## config.mk

```make
export PLATFORM = sky130hd
export DESIGN_NAME = maxpool_stage_flat
export DESIGN_NICKNAME = d
export VERILOG_FILES = /design/src/rtl/maxpool_stage_if.sv /design/src/rtl/maxpool_stage.sv /design/src/flat_wrapper.sv
export SDC_FILE = /design/constraint.sdc
export NUM_CORES = 2
export LEC_CHECK = 0
export BUFFER_PORTS_ARGS = -buffer_cell sky130_fd_sc_hd__buf_4
export CAP_MARGIN = 15
export CORE_AREA = 2 2 409 411
export CTS_BUF_LIST = sky130_fd_sc_hd__clkbuf_16
export CTS_CLUSTER_DIAMETER = 150
export DETAILED_ROUTE_END_ITERATION = 8
export DIE_AREA = 0 0 411 413
export SLEW_MARGIN = 20
export SYNTH_ARGS = -nofsm -noshare
export SYNTH_HDL_FRONTEND = slang
export SYNTH_SLANG_ARGS = --single-unit
```

## constraint.sdc

```tcl
create_clock -name clk -period 6.9 [get_ports clk]
set_input_delay 1.725 -clock clk [delete_from_list [all_inputs] [get_ports clk]]
set_output_delay 1.725 -clock clk [all_outputs]
set_load 0.1 [all_outputs]
```

## src/rtl/maxpool_stage_if.sv

```systemverilog
// Beat streams of the max-pooling stage: input beats from bias/ReLU, pooled beats to write-back.
// master = upstream/downstream environment, slave = the pooling stage itself.
interface maxpool_stage_if #(
  parameter int BUSWIDTH = 512
) ();
  logic [BUSWIDTH-1:0] Data_i;
  logic                Data_en_i;
  logic                Data_rdy_o;
  logic [BUSWIDTH-1:0] Result_o;
  logic                Result_vld_o;
  logic                Result_rdy_i;

  modport master (
    output Data_i, Data_en_i, Result_rdy_i,
    input  Data_rdy_o, Result_o, Result_vld_o
  );

  modport slave (
    input  Data_i, Data_en_i, Result_rdy_i,
    output Data_rdy_o, Result_o, Result_vld_o
  );
endinterface

```

## src/rtl/maxpool_stage.sv

```systemverilog
// Vertical max-pooling over a run-time number of beats, signed 32-bit lanes.
// Optional horizontal 2:1 pooling of the result when HPOOL_EN is defined.
module maxpool_stage #(
  parameter int BUSWIDTH = 512
) (
  input  logic        clk,
  input  logic        rst,
  input  logic        Pool_Start_i,
  input  logic [3:0]  Pool_Len_i,
  input  logic [15:0] Out_Num_i,
  output logic        Pool_Done_o,
  maxpool_stage_if.slave bus
);
  localparam int LANES = BUSWIDTH / 32;

  typedef enum logic [1:0] {IDLE, ACC, OUT} state_t;

  state_t              state;
  logic [3:0]          len;
  logic [3:0]          beat_cnt;
  logic [15:0]         out_num;
  logic [15:0]         out_cnt;
  logic [BUSWIDTH-1:0] acc;
  logic [BUSWIDTH-1:0] acc_next;
  logic [3:0]          len_clamped;
  logic                data_rdy;
  logic                result_vld;
  logic                done;
  logic                beat_fire;
  logic                out_fire;

  assign beat_fire = data_rdy & bus.Data_en_i;
  assign out_fire  = result_vld & bus.Result_rdy_i;

  always_comb begin
    len_clamped = Pool_Len_i;
    if (Pool_Len_i == 4'd0)     len_clamped = 4'd1;
    else if (Pool_Len_i > 4'd8) len_clamped = 4'd8;
  end

  // First beat of a group overwrites the accumulator; later beats take the lane-wise signed max.
  always_comb begin
    // NOTE: default assignment first so no latch is inferred for lanes left untouched.
    acc_next = acc;
    for (int k = 0; k < LANES; k++) begin
      if (beat_cnt == 4'd0)
        acc_next[32*k +: 32] = bus.Data_i[32*k +: 32];
      else if ($signed(bus.Data_i[32*k +: 32]) > $signed(acc[32*k +: 32]))
        acc_next[32*k +: 32] = bus.Data_i[32*k +: 32];
    end
  end

  always_ff @(posedge clk) begin
    if (rst) begin
      state      <= IDLE;
      len        <= 4'd0;
      beat_cnt   <= 4'd0;
      out_num    <= 16'd0;
      out_cnt    <= 16'd0;
      // NOTE: acc is reset explicitly because Result_o must read zero after reset.
      acc        <= '0;
      data_rdy   <= 1'b0;
      result_vld <= 1'b0;
      done       <= 1'b0;
    end else begin
      // NOTE: non-blocking throughout so every branch sees the pre-edge values.
      done <= 1'b0;
      case (state)
        IDLE: begin
          if (Pool_Start_i) begin
            len      <= len_clamped;
            out_num  <= Out_Num_i;
            beat_cnt <= 4'd0;
            out_cnt  <= 16'd0;
            if (Out_Num_i == 16'd0) begin
              done <= 1'b1;
            end else begin
              state    <= ACC;
              data_rdy <= 1'b1;
            end
          end
        end
        ACC: begin
          if (beat_fire) begin
            acc <= acc_next;
            if (beat_cnt == len - 4'd1) begin
              beat_cnt   <= 4'd0;
              state      <= OUT;
              data_rdy   <= 1'b0;
              result_vld <= 1'b1;
            end else begin
              beat_cnt <= beat_cnt + 4'd1;
            end
          end
        end
        OUT: begin
          if (out_fire) begin
            out_cnt    <= out_cnt + 16'd1;
            result_vld <= 1'b0;
            if (out_cnt + 16'd1 == out_num) begin
              done  <= 1'b1;
              state <= IDLE;
            end else begin
              state    <= ACC;
              data_rdy <= 1'b1;
            end
          end
        end
        default: begin
          state      <= IDLE;
          data_rdy   <= 1'b0;
          result_vld <= 1'b0;
        end
      endcase
    end
  end

  assign bus.Data_rdy_o   = data_rdy;
  assign bus.Result_vld_o = result_vld;
  assign Pool_Done_o      = done;

`ifdef HPOOL_EN
  // Pairs of adjacent lanes fold into the lower half; the upper half reads zero.
  always_comb begin
    bus.Result_o = '0;
    for (int j = 0; j < LANES / 2; j++) begin
      if ($signed(acc[64*j +: 32]) > $signed(acc[64*j + 32 +: 32]))
        bus.Result_o[32*j +: 32] = acc[64*j +: 32];
      else
        bus.Result_o[32*j +: 32] = acc[64*j + 32 +: 32];
    end
  end
`else
  assign bus.Result_o = acc;
`endif

endmodule

```

## src/flat_wrapper.sv

```systemverilog
// flat-port wrapper written by rule: the top's interface ports become plain ports
module maxpool_stage_flat 
#(
  parameter int BUSWIDTH = 512
)
  (clk, rst, Pool_Start_i, Pool_Len_i, Out_Num_i, Pool_Done_o, bus_Data_i, bus_Data_en_i, bus_Result_rdy_i, bus_Data_rdy_o, bus_Result_o, bus_Result_vld_o);
  maxpool_stage_if #(.BUSWIDTH(BUSWIDTH)) bus_i ();
  input  logic clk;
  input  logic rst;
  input  logic Pool_Start_i;
  input  logic [3:0] Pool_Len_i;
  input  logic [15:0] Out_Num_i;
  output logic Pool_Done_o;
  input wire logic [$bits(bus_i.Data_i)-1:0] bus_Data_i;
  input wire logic [$bits(bus_i.Data_en_i)-1:0] bus_Data_en_i;
  input wire logic [$bits(bus_i.Result_rdy_i)-1:0] bus_Result_rdy_i;
  output wire logic [$bits(bus_i.Data_rdy_o)-1:0] bus_Data_rdy_o;
  output wire logic [$bits(bus_i.Result_o)-1:0] bus_Result_o;
  output wire logic [$bits(bus_i.Result_vld_o)-1:0] bus_Result_vld_o;
  assign bus_i.Data_i = bus_Data_i;
  assign bus_i.Data_en_i = bus_Data_en_i;
  assign bus_i.Result_rdy_i = bus_Result_rdy_i;
  assign bus_Data_rdy_o = bus_i.Data_rdy_o;
  assign bus_Result_o = bus_i.Result_o;
  assign bus_Result_vld_o = bus_i.Result_vld_o;
  maxpool_stage #(.BUSWIDTH(BUSWIDTH)) u_core (.clk(clk), .rst(rst), .Pool_Start_i(Pool_Start_i), .Pool_Len_i(Pool_Len_i), .Out_Num_i(Out_Num_i), .Pool_Done_o(Pool_Done_o), .bus(bus_i));
endmodule
```

; ---- Word-level counts from Yosys, hierarchy flattened
; Cells that the tools add are included.
[totals]
reg_bits = 557
input_bits = 537
output_inout_bits = 515
word_cells = 165
[classes]
n_addsub = 3
n_lt_le_gt_ge = 17
n_eq_ne = 10
mux = 64
bitwise_logic = 3
reduce_logical = 44
[op_table]
columns = cell, count
row1 = two-way mux 32 bit, 32
row2 = > comparator 32 bit, 16
row3 = AND reduction 3 bit, 18
row4 = nonzero test 2 bit, 18
row5 = two-way mux 16 bit, 2
row6 = one-hot mux 16 bit (2 select lines), 1
row7 = two-way mux 4 bit, 5
row8 = adder 16 x 1 -> 16 bit (second input constant), 1
row9 = equality test 16 bit, 1
row10 = zero test 16 bit, 1
row11 = two-way mux 1 bit, 14
row12 = two-way mux 2 bit, 5
row13 = zero test 4 bit, 2
row14 = one-hot mux 4 bit (2 select lines), 1
row15 = != test 2 x 1 -> 1 bit (second input constant), 3
row16 = != test 2 bit (second input constant), 3
row17 = one-hot mux 1 bit (3 select lines), 2
row18 = one-hot mux 2 bit (3 select lines), 1
row19 = AND reduction 6 bit, 1
row20 = AND reduction 5 bit, 1
row21 = adder 4 x 1 -> 4 bit (second input constant), 1
row22 = equality test 4 bit, 1
row23 = > comparator 4 bit (second input constant), 1
row24 = AND reduction 4 bit, 1
row25 = 8 further kinds, 9

; ---- Logic depth before layout (Yosys ltp)
[logic_depth]
word_depth = 5
mapped_depth = 11
ltp_nobuf = 10

; ---- Worst setup path before layout
; No wires, ideal clock.
[synth_path]
kind = input -> register
from = input bus_Data_i[114]
to = register u_core.acc[100] (netlist: u_core.bus.Result_o[100])
setup_ns = 0.128
arrival_ns = 3.799
required_time_ns = 6.772
setup_slack_ns = 2.973
path_stages = 10
n_path_buf = 1
cell_sequence = ha_1 nand4_2 nor4_4 a211oi_1 o32a_1 and4_4 o31ai_4 buf_8 mux2i_1 nor2_1
[synth_via]
elab_chain_len = 3
[synth_lines]
columns = item, line_no
row1 = from (decl), flat_wrapper.sv:14  ; input wire logic [$bits(bus_i.Data_i)-1:0] bus_Data_i;
row2 = > comparator 32 bit, maxpool_stage.sv:48  ; else if ($signed(bus.Data_i[32*k +: 32]) > $signed(acc[32*k +: 32]))
row3 = nonzero test 2 bit (no source line), --
row4 = AND reduction 3 bit (no source line), --
row5 = to (signal assigned), maxpool_stage.sv:85  ; acc <= acc_next;
row6 = to (decl), maxpool_stage.sv:23  ; logic [BUSWIDTH-1:0] acc;
; No other way between the ends.
; A chain may end at the register's enable or synchronous reset.

; ---- Final worst setup path
[layout_path]
from = input bus_Data_i[383]
to = register u_core.acc[354] (netlist: u_core.bus.Result_o[354])
; Same word-level chain as after synthesis.

==> metrics.md <==
| Metric | Value |
|---|---|
| Area grow syn2layout | 36.5% |
| Vias per cell | 4.39 |
| Initial DRT Pass Iterations | 6 |
| Final worst slack | 2360 ps |
| Arr. time, crit path | 5050 ps |
| Synthesized area | 34300 um2 |
| Status | complete, no violations |
| Hold_buf cts | 0 |
| Core Footprint | 166000 um2 |
| Die area | 170000 um2 |
| CP max FO | 17 |
| Placed cell area | 44400 um2 |
| DR iter-0 viols | 1767 |
| Min-delay worst type | flip-flop to flip-flop |
| Die X | 411 um |
| Root buffer cell | clkbuf_16 |
| Ys async rst share | 0 |
| Slew margin rel. | 0.272 |
| Max Fclk | 220 MHz |
| Pin count of the biggest net entering global routing | 151 |
| FP Rows | 150 |
| Pre-CTS WS | 1780 ps |
| H-tree levels | 3 |
| CTS Sinks | 557 |
| Avg Cell Area, Syn | 8.85 um2 |
| Unique masters post-synth | 63 |
| Worst setup EP type | flip-flop |
| WL/cell | 20.2 um |
| Buffers added on ports | 1051 |
| Syn nets | 4930 |
| Min cycle time layout | 4540 ps |
| Post-synthesis sequential area ratio | 0.325 |
| Grt ovf | 0 |
| CTS Buf Count | 75 |
| Post-synthesis register bit count | 557 |
| Worst-Skew Late Latency | 670 ps |
| Final Net Count | 5956 |
| Final Cycle Share | 0.657 |
| Detail Route Antenna Nets | 0 |
| CTS tree | done |
| Final Slew Violations | 0 |
| Worst Max-Slew Pin Slew | 1090 ps |
| Clk buf depth | 3 |
| Design area | 46800 um2 |
| Die height | 413 um |
| Hpwl dp | 120000 um |
| DRC viols | 0 |
| Setup Skew | 29.2 ps |
| Final WL | 145000 um |
| Clock Pin Slew Worst Setup and Hold Paths | 60 ps |
| Setup crit start kind | input port |
| Setup total negative slack | 0 ps |
| Critical path data required time | 7420 ps |
| IO Count | 1052 |
| Number of synthesized flops with an enable pin | 0 |
| Main synth FF type | dfxtp_1 |
| Vias in the first global route | 30347 |
| Post-CTS resize count | 0 |
| Peak supply drop | 0.000178 V |
| Buffer count from post-CTS setup fixing | 0 |
| Tot GR Track Use | 0.162 |
| Max-cap viol count | 0 |
| Unrepaired setup endpoints after global routing | no |
| Share of layout cells above drive strength 1 | 0.248 |
| Leak pwr | 21.9 nW |
| Global-route wire length before repair | 205000 um |
| Initial antenna violation count | 22 |
| Mapped Cells | 3877 |
| Setup violators final | 0 |
| DR vias | 31533 |
| Pwr per Cell Area | 201 nW/um2 |
| CP Class | input port to flip-flop |
| Final GP Congestion | 0.935 |
| Starting Density | 0.207 |
| Final Hold Viols | 0 |
| Ys Warns | 0 |
placed cells by master, fill, tap and decap left out, types with 6 or more instances in the layout:
| cell | Yosys | final |
|---|---|---|
| dfxtp_1 | 557 | 557 |
| nor2b_1 | 22 | 22 |
| nand3_1 | 94 | 94 |
| o21ai_1 | 14 | 14 |
| clkinv_2 | 0 | 14 |
| nor3_1 | 44 | 44 |
| a211oi_1 | 22 | 22 |
| nand2b_1 | 68 | 68 |
| mux2i_1 | 513 | 513 |
| a21boi_0 | 26 | 26 |
| a31oi_1 | 20 | 20 |
| bufinv_16 | 0 | 6 |
| xor2_1 | 14 | 14 |
| a22oi_1 | 15 | 15 |
| nor4_1 | 23 | 23 |
| a221o_1 | 11 | 11 |
| clkinvlp_4 | 0 | 6 |
| and4_1 | 6 | 6 |
| clkinv_1 | 0 | 15 |
| a21oi_1 | 220 | 220 |
| o211ai_1 | 21 | 21 |
| buf_4 | 10 | 1076 |
| a211o_1 | 12 | 12 |
| nand4_1 | 110 | 110 |
| nor2_1 | 547 | 547 |
| ha_1 | 516 | 516 |
| nor3_4 | 10 | 11 |
| o21ai_0 | 39 | 39 |
| diode_2 | 0 | 8 |
| clkbuf_16 | 0 | 77 |
| a21o_1 | 46 | 46 |
| xnor2_1 | 16 | 16 |
| nor4bb_1 | 11 | 11 |
| o311ai_0 | 13 | 13 |
| inv_1 | 532 | 540 |
| nand2_1 | 140 | 140 |
flip-flops by register name, summed over array words and instances (netlist names), 2 cells and up:
register,count
u_core.beat_cnt,4
u_core.state,2
u_core.len,4
u_core.bus.Result_o,512
u_core.out_cnt,16
u_core.out_num,16
Yosys cell counts, drive strengths merged (7+ instances only):
master	count	area share
nor3	55	0.011
xor2	14	0.0036
nand2b	68	0.012
a211o	12	0.0031
a21oi	221	0.032
a211oi	22	0.0048
ha	516	0.19
a31oi	20	0.0036
o311ai	15	0.0038
a21o	46	0.010
nor2b	22	0.0040
nor4	26	0.0061
and4	9	0.0025
xnor2	16	0.0041
inv	532	0.058
nand3	95	0.014
o211ai	21	0.0046
o21ai	54	0.0080
clkbuf	76	0.0083
nand2	143	0.016
a22oi	15	0.0033
mux2i	513	0.15
nor4bb	11	0.0032
nor2	547	0.060
buf	56	0.017
dfxtp	557	0.33
nand4	116	0.023
a21boi	28	0.0061
a221o	11	0.0032
and3	7	0.0013
metrics by stage:
stage	cells	hold slack [ps]	power [mW]	utilization
after CTS	7167	469	9.52	0.282
after floorplan	3877	437	4.80	-
after global placement	7030	461	5.50	0.268
final	7175	467	9.39	0.282
after detailed placement	7030	461	5.52	0.268
after global routing	7171	495	9.79	0.282
critical path, stage by stage:
cell,delay [ps]
buf_4,120
ha_1,330
nand4_1,230
nor4_1,470
o311ai_0,350
nor4bb_1,250
nor3_4,800
buf_4,460
mux2i_1,240
nor2_1,60
final cells by class:
class,instances,area (um2)
multi-input combinational,2656,20300
fill,17789,119000
timing repair buffer,1081,8170
tap,2204,2760
antenna,8,20.0
sequential,557,11200
clock inverter,60,493
inverter,532,2000
clock buffer,77,1930
worst paths after layout:
check	start	end	slack, ps	depth (start not counted)
setup / recovery	bus_Data_i[383]	u_core.bus.Result_o[354]	2360	10
hold reg to reg	u_core.out_num[8]	u_core.out_num[8]	470	2
setup reg to reg	u_core.bus.Result_o[353]	u_core.bus.Result_o[354]	2900	11
hold / removal	u_core.out_num[8]	u_core.out_num[8]	470	2
metal layers:
layer  track usage  vias up  routed length [um]  share of wire
li1              -    15408                   -              -
met1         0.191    14948               59200           0.41
met2         0.278      947               69800           0.48
met3        0.0522      212               11600          0.080
met4        0.0492       18                4230          0.029
met5             0        -                 113        0.00078
logic make-up (layout without fill, tap and decap cells):
| group | count (synthesis) | after routing | synth area share |
|---|---|---|---|
| AO/OA/AOI/OAI | 481 | 481 | 0.0882 |
| XOR/XNOR | 31 | 31 | 0.00832 |
| adder cells (fa/ha/maj) | 516 | 516 | 0.188 |
| buffers and inverters | 664 | 1750 | 0.0834 |
| flip-flops | 557 | 557 | 0.325 |
| multiplexers | 514 | 514 | 0.150 |
| other | 0 | 8 | 0 |
| AND/OR/NAND/NOR | 1114 | 1114 | 0.157 |
report_power, final:
group / switching [mW] / internal (mW) / total, mW / leakage (nW)
combinational: 1.35 / 0.716 / 2.07 / 16.2
clock: 1.67 / 2.26 / 3.94 / 1.21
sequential: 0.0813 / 3.31 / 3.39 / 4.50
total: 3.10 / 6.29 / 9.39 / 21.9
No activity file was read; power rests on OpenSTA's default activity.
